`src/rtl/serial_magnitude_comparator_pkg.sv`:
```
// Shared constants for the bit-serial magnitude comparator.
package serial_magnitude_comparator_pkg;

  localparam int unsigned DEFAULT_WIDTH = 8;
  localparam int unsigned STATE_W       = 2;

  // FSM encoding; 2'd3 is unreachable and recovers to idle
  localparam logic [STATE_W-1:0] S_IDLE = 2'd0;
  localparam logic [STATE_W-1:0] S_SCAN = 2'd1;
  localparam logic [STATE_W-1:0] S_DONE = 2'd2;

endpackage

```
`src/rtl/serial_magnitude_comparator_bit_compare_cell.sv`:
```
// One-bit combinational relation cell: flags x>y and x<y for single bits.
module bit_compare_cell
  import serial_magnitude_comparator_pkg::*;
(
  input  logic x,
  input  logic y,
  output logic gt,
  output logic lt
);

  // Bit relation; both low means the bits are equal
  always_comb begin
    gt = x & ~y;
    lt = ~x & y;
  end

endmodule

```
`src/rtl/serial_magnitude_comparator.sv`:
```
// MSB-first bit-serial unsigned comparator; stops at the first differing bit.
module serial_magnitude_comparator
  import serial_magnitude_comparator_pkg::*;
#(
  parameter int unsigned WIDTH = DEFAULT_WIDTH
) (
  input  logic             clk,
  input  logic             rst,
  input  logic             start,
  input  logic [WIDTH-1:0] a,
  input  logic [WIDTH-1:0] b,
  output logic             busy,
  output logic             done,
  output logic             gt,
  output logic             eq,
  output logic             lt
);

  localparam int unsigned IDX_W = $clog2(WIDTH);

  logic [STATE_W-1:0] state_q, state_d;
  logic [WIDTH-1:0]   a_q, a_d;
  logic [WIDTH-1:0]   b_q, b_d;
  logic [IDX_W-1:0]   idx_q, idx_d;
  logic               gt_q, gt_d;
  logic               eq_q, eq_d;
  logic               lt_q, lt_d;
  logic               busy_q, busy_d;
  logic               done_q, done_d;
  logic               cell_gt_c, cell_lt_c;

  // Relation of the currently selected operand bit pair
  bit_compare_cell u_cell (
    .x  (a_q[idx_q]),
    .y  (b_q[idx_q]),
    .gt (cell_gt_c),
    .lt (cell_lt_c)
  );

  // State, datapath and registered outputs
  always_ff @(posedge clk) begin
    if (rst) begin
      state_q <= S_IDLE;
      a_q     <= '0;
      b_q     <= '0;
      idx_q   <= '0;
      gt_q    <= 1'b0;
      eq_q    <= 1'b0;
      lt_q    <= 1'b0;
      busy_q  <= 1'b0;
      done_q  <= 1'b0;
    end else begin
      state_q <= state_d;
      a_q     <= a_d;
      b_q     <= b_d;
      idx_q   <= idx_d;
      gt_q    <= gt_d;
      eq_q    <= eq_d;
      lt_q    <= lt_d;
      busy_q  <= busy_d;
      done_q  <= done_d;
    end
  end

  // Next-state: scan ends on the first differing bit or after bit 0
  always_comb begin
    state_d = state_q;
    case (state_q)
      S_IDLE: if (start) state_d = S_SCAN;
      S_SCAN: begin
        if (cell_gt_c || cell_lt_c || (idx_q == '0)) state_d = S_DONE;
      end
      S_DONE:  state_d = S_IDLE;
      default: state_d = S_IDLE;
    endcase
  end

  // Datapath and output next values; flags hold until the next accept
  always_comb begin
    a_d   = a_q;
    b_d   = b_q;
    idx_d = idx_q;
    gt_d  = gt_q;
    eq_d  = eq_q;
    lt_d  = lt_q;
    case (state_q)
      S_IDLE: begin
        if (start) begin
          a_d   = a;
          b_d   = b;
          idx_d = IDX_W'(WIDTH - 1);
          gt_d  = 1'b0;
          eq_d  = 1'b0;
          lt_d  = 1'b0;
        end
      end
      S_SCAN: begin
        if (cell_gt_c) begin
          gt_d = 1'b1;
        end else if (cell_lt_c) begin
          lt_d = 1'b1;
        end else if (idx_q == '0) begin
          eq_d = 1'b1;
        end else begin
          idx_d = idx_q - IDX_W'(1);
        end
      end
      default: ;
    endcase
    busy_d = (state_d == S_SCAN) || (state_d == S_DONE);
    done_d = (state_d == S_DONE);
  end

  assign busy = busy_q;
  assign done = done_q;
  assign gt   = gt_q;
  assign eq   = eq_q;
  assign lt   = lt_q;

endmodule

```
`config.mk`:
```
export PLATFORM = sky130hd
export DESIGN_NAME = serial_magnitude_comparator
export DESIGN_NICKNAME = d
export VERILOG_FILES = /design/src/rtl/serial_magnitude_comparator_pkg.sv /design/src/rtl/serial_magnitude_comparator_bit_compare_cell.sv /design/src/rtl/serial_magnitude_comparator.sv
export SDC_FILE = /design/constraint.sdc
export NUM_CORES = 1
export LEC_CHECK = 0
export ABC_AREA = 1
export BUFFER_PORTS_ARGS = -buffer_cell sky130_fd_sc_hd__buf_4
export CAP_MARGIN = 20
export CELL_PAD_IN_SITES_DETAIL_PLACEMENT = 0
export CELL_PAD_IN_SITES_GLOBAL_PLACEMENT = 1
export CORE_ASPECT_RATIO = 2
export CORE_UTILIZATION = 30
export DETAILED_ROUTE_END_ITERATION = 6
export PLACE_DENSITY_LB_ADDON = 0.15
export SLEW_MARGIN = 20
export SYNTH_ARGS = -nofsm -noshare
export SYNTH_HDL_FRONTEND = slang
export SYNTH_SLANG_ARGS = --single-unit
```
`constraint.sdc`:
```
create_clock -name clk -period 2.6 [get_ports clk]
set_input_delay 0.26 -clock clk [delete_from_list [all_inputs] [get_ports clk]]
set_output_delay 0.26 -clock clk [all_outputs]
set_load 0.1 [all_outputs]
```
## After elaboration in Yosys (flattened, before gate mapping)

Cells that the tools add are included.

| word-level totals | value |
|---|---|
| bits of input ports | 19 |
| bits in registers | 26 |
| output and inout port bits | 5 |
| bits in latches | 0 |
| memories kept | 0 |
| memory bits (writable) | 0 |
| memory bits (read-only) | 0 |

| cells by class | value |
|---|---|
| equality and inequality tests | 10 |
| reduce and logical (&&, ||, !) cells | 11 |
| shift-type cells | 0 |
| bitwise operators | 4 |
| $mul | 0 |
| add/sub/neg operators | 1 |
| multiplexer cells | 22 |
| div/mod/pow operators | 0 |
| $lt $le $gt $ge | 1 |

Operator list:

| cell | count |
|---|---|
| $ne A2 B2 Y1 const B | 7 |
| $mux W3 | 4 |
| $reduce_and A5 Y1 | 2 |
| $mux W1 | 9 |
| $bmux W1 S3 | 2 |
| $pmux W1 S2 | 3 |
| $pmux W3 S2 | 1 |
| $eq A2 B1 Y1 const B | 2 |
| $lt A3 B4 Y1 const B | 1 |
| $mux W2 | 2 |
| $pmux W2 S2 | 1 |
| $reduce_and A4 Y1 | 1 |
| $logic_not A3 Y1 | 1 |
| $logic_or A1 B1 Y1 | 3 |
| $reduce_and A3 Y1 | 1 |
| $sub A3 B1 Y3 const B | 1 |
| $and A1 B1 Y1 | 2 |
| $eq A2 B2 Y1 const B | 1 |
| $logic_not A2 Y1 | 1 |
| $not A1 Y1 | 2 |
| $reduce_and A2 Y1 | 1 |
| $reduce_bool A2 Y1 | 1 |

## Longest topological paths before layout

| depth | value |
|---|---|
| depth in word-level cells | 10 |
| gate-level depth with buffers | 14 |
| depth with buffers taken out | 14 |

## Modules after synthesis

From an unflattened synthesis, not the netlist that was laid out.

| unflattened totals | value |
|---|---|
| cell total of the unflattened synthesis | 170 |
| area total of the unflattened synthesis | 1312.5 um^2 |

Modules (own cells, without submodules):

| module | area an instance (um^2) | times used | sequential area each (um^2) | cells an instance |
|---|---|---|---|---|
| serial_magnitude_comparator | 1297.5 | 1 | 520.5 | 166 |
| bit_compare_cell | 15.0 | 1 | 0.0 | 4 |

## Worst setup path after synthesis

Ideal clock, no wire load.

| path | value |
|---|---|
| kind | register to register |
| start | reg idx_q[0] |
| end | reg busy_q, in the netlist busy |
| path slack | 0.749 ns |
| clock period less this slack | 1.851 ns |
| arrival | 1.787 ns |
| data required time | 2.536 ns |
| stages on the path, launching flop included | 14 |
| cells stage by stage | dfxtp_1 > buf_4 > nor2_1 > nor2_1 > o21ai_0 > o21ai_0 > nand2_1 > o21ai_0 > ha_1 > inv_1 > nor2_1 > a21oi_1 > ha_1 > nor2_1 |

| on the way | value |
|---|---|
| word-level cells in the longest chain between the ends | 10 |
| elaborated cells between the ends (all ways) | 16 |
| those cells by class | 2 x eq/ne; 6 x mux; 4 x bitwise; 4 x reduce/logical |

Ends and longest elaborated chain:

| what | RTL line | text |
|---|---|---|
| start: declaration | serial_magnitude_comparator.sv:24 | `logic [IDX_W-1:0] idx_q, idx_d;` |
| start signal: assignment | serial_magnitude_comparator.sv:56 | `idx_q <= idx_d;` |
| $bmux W1 S3 (on tied branches) | serial_magnitude_comparator.sv:35, serial_magnitude_comparator.sv:34 |  |
| $mux W1 (on tied branches) | serial_magnitude_comparator.sv:35, serial_magnitude_comparator.sv:34 |  |
| $not A1 Y1 (on tied branches) | serial_magnitude_comparator_bit_compare_cell.sv:13, serial_magnitude_comparator_bit_compare_cell.sv:14 |  |
| $and A1 B1 Y1 (on tied branches) | serial_magnitude_comparator_bit_compare_cell.sv:13, serial_magnitude_comparator_bit_compare_cell.sv:14 |  |
| $logic_or A1 B1 Y1 | serial_magnitude_comparator.sv:71 | `if (cell_gt_c \|\| cell_lt_c \|\| (idx_q == '0)) state_d = S_DONE;` |
| $logic_or A1 B1 Y1 (*) | serial_magnitude_comparator.sv:71 |  |
| $mux W2 (*) | serial_magnitude_comparator.sv:71 |  |
| $pmux W2 S2 (*) | serial_magnitude_comparator.sv:68 | `case (state_q)` |
| $eq A2 B1 Y1 / $eq A2 B2 Y1 (equally long branches) | serial_magnitude_comparator.sv:110 | `busy_d = (state_d == S_SCAN) \|\| (state_d == S_DONE);` |
| $logic_or A1 B1 Y1 (*) | serial_magnitude_comparator.sv:110 |  |
| end signal: assignment | serial_magnitude_comparator.sv:60 | `busy_q <= busy_d;` |
| end: declaration | serial_magnitude_comparator.sv:28 | `logic busy_q, busy_d;` |

Every way passes the cells marked *; elsewhere a longest branch is shown, timed or not. The select of a mux whose other input is x is not followed.
A chain may end at the register's enable or synchronous reset.

## Worst setup path in the final report

Ends and elaborated chain as after synthesis.

==> metrics.txt <==
vias in the first global route around 1,100; Die Ht 92.41 um; Die Wd 47.21 um; CP Cell Sequence inv_1, o21ai_0, o21ai_0, nand2_1, o21ai_0, ha_1, inv_1, nor2_1, a21oi_1, ha_1, nor2_1; register area share after synthesis 0.4245; number of vias per cell between 4 and 5; Storage cell area 520.5 um^2; Synth top area share 0.4245; Area contributors post-synth dfxtp_1, nor2_1, o21ai_0; post-CTS setup buffers 0; First DRT Iteration DRCs 21; total iterations of the first detailed-routing run 4; Max clock buf depth 2; Syn-to-layout area delta 20.82%; Synthesized Nets roughly 210; IO Count 24; CTS H-Tree Depth 1; Critical-path top delay cell dfxtp_1; Rel. slew slack 0.6609; final count of negative-setup-slack endpoints 0; ANT cells 0; GRT Total Usage 0.1502; final worst setup slack just under 0.4 ns; GP Congestion approximately 0.80; worst clock skew 0.003614 ns; NumNets Final around 230; CTS tree yes; crit-path max cell delay 0.48 ns; Starting Density 0.3157; crit path DAT approximately 2.4 ns; via count roughly 1,200; CP endpoint kind register; Fmax roughly 0.45 GHz; hpwl dp ~2200 um; Core ar. 3884 um^2; Gate Count Post-Synth about 180; RSZ-0062 raised after global routing no; # hold bufs at CTS 0; Max Transition Viols Final 0; leakage power between 0.0007 and 0.0008 uW; yosys warns 0; TNS Setup 0 ns; Worst Max-Slew Pin Slew between 0.5 and 0.6 ns; DRC 0; # port buffers 23; Worst Hold Class primary input to register; Critical Path RT roughly 2.8 ns; WL/cell approximately 11 um; Max-Cap Viols 0; Routed WL between 2000 and 3000 um; num rows 32; Num CTS Buffers 3; Synth cell types 15; syn avg cell area approximately 6.7 um^2; global route overflow 0; status finished, final reports clean; Final period util 0.8501; Area after DPL 1440 um^2; initial antenna violation count 0; Netlist Area Pre-Place roughly 1200 um^2; area of the multi-input gates 604.3 um^2; final instance area between 1000 and 1500 um^2; WS Path Type register to register; worst hold slack roughly 0.20 ns; Final Hold Fails 0; Root Buffer clkbuf_8; largest net degree at the start of global routing 22; dominant cell type by area after synthesis dfxtp_1; Clock Sinks 26; crit-path max FO 9; Post-CTS Resized 0; clock latency on the worst-skew pair 0.27 ns; Die Area roughly 4400 um^2; total power ~1400 uW; post-route ant nets 0; Synth Register Bits 26; Filler cells about 450; Power Dens Cells between 900 and 1000 nW/um^2; crit path time final ~2.2 ns; first-pass GRT wire length around 4600 um; most common cell after layout, fill and taps aside nor2_1; commonest non-fill, non-tap cells in the layout nor2_1, o21ai_0, dfxtp_1, buf_4, nand2_1; clock transition at the registers of the reported paths around 0.08 ns; CP dominant cell by count o21ai_0; startpoint class of the critical path register; Place WS between 0.3 and 0.4 ns; share of post-route cells with drive strength above 1 0.1463; Peak VDD IR roughly 0.45 mV
synthesized netlist by cell type:
library cell,count
buf_2,3
buf_4,2
inv_2,1
nand3_1,5
nor2_2,1
clkbuf_1,1
nor3_1,1
nor2_1,62
buf_1,1
a21oi_1,7
dfxtp_1,26
o21ai_0,31
nand2_1,22
ha_1,5
inv_1,16
critical path: cells and delay by family (launching register included):
family                   cells  cell delay, ns
buffers and inverters        2            0.23
AO/OA/AOI/OAI                4            0.52
AND/OR/NAND/NOR              3            0.34
adder cells (fa/ha/maj)      2            0.59
flip-flops                   1            0.48
path summary, 6_finish.rpt:
| kind | start | endpoint | slack (ns) | cells after the start |
|---|---|---|---|---|
| worst max-delay path | idx_q[0]$_SDFFE_PP0P_ | busy$_SDFF_PP0_ | 0.39 | 11 |
| worst min-delay path | rst | busy$_SDFF_PP0_ | 0.20 | 2 |
| worst max register to register | idx_q[0]$_SDFFE_PP0P_ | busy$_SDFF_PP0_ | 0.39 | 11 |
| worst min register to register | a_q[5]$_SDFFE_PP0P_ | a_q[5]$_SDFFE_PP0P_ | 0.47 | 2 |
cells by family (layout without fill, tap and decap cells):
| logic type | Yosys count | in the layout | synth area share |
|---|---|---|---|
| buffers and inverters | 24 | 45 | 0.08264 |
| AO/OA/AOI/OAI | 38 | 38 | 0.1551 |
| adder cells (fa/ha/maj) | 5 | 5 | 0.05102 |
| flip-flops | 26 | 26 | 0.4245 |
| AND/OR/NAND/NOR | 91 | 91 | 0.2867 |
registers in the layout (all words and copies together) (netlist names):
register / count
eq: 1
gt: 1
done: 1
lt: 1
a_q: 8
idx_q: 3
b_q: 8
state_q: 2
busy: 1
per-stage QoR:
| step | util | instances |
|---|---|---|
| 2_1_floorplan | - | 184 |
| 3_3_place_gp | 0.3708 | 253 |
| 3_5_place_dp | 0.3708 | 253 |
| 4_1_cts | 0.3814 | 256 |
| 5_1_grt | 0.3814 | 256 |
| 6_report | 0.3814 | 256 |
routing by layer:
layer | track usage | up-vias | part of all wire
met2 | 0.2662 | 27 | 0.54
met5 | 0 | - | 0
met1 | 0.1524 | 506 | 0.39
li1 | - | 621 | -
met4 | 0.09286 | 0 | 0.038
met3 | 0.01754 | 9 | 0.023
cell type report:
cell class	count	area share
Timing Repair Buffer	25	0.1267
Tap cell	51	0.04307
Multi-Input combinational cell	134	0.4079
Clock buffer	3	0.02787
Sequential cell	26	0.3514
Inverter	17	0.04307
power by group:
group	internal (uW)	leakage (uW)	total, uW	switching [uW]
registers	482	0.000215	556	73.8
logic	210	0.000464	654	444
clock network	104	0.0000216	227	123
Power figures use the tool's default switching activity.
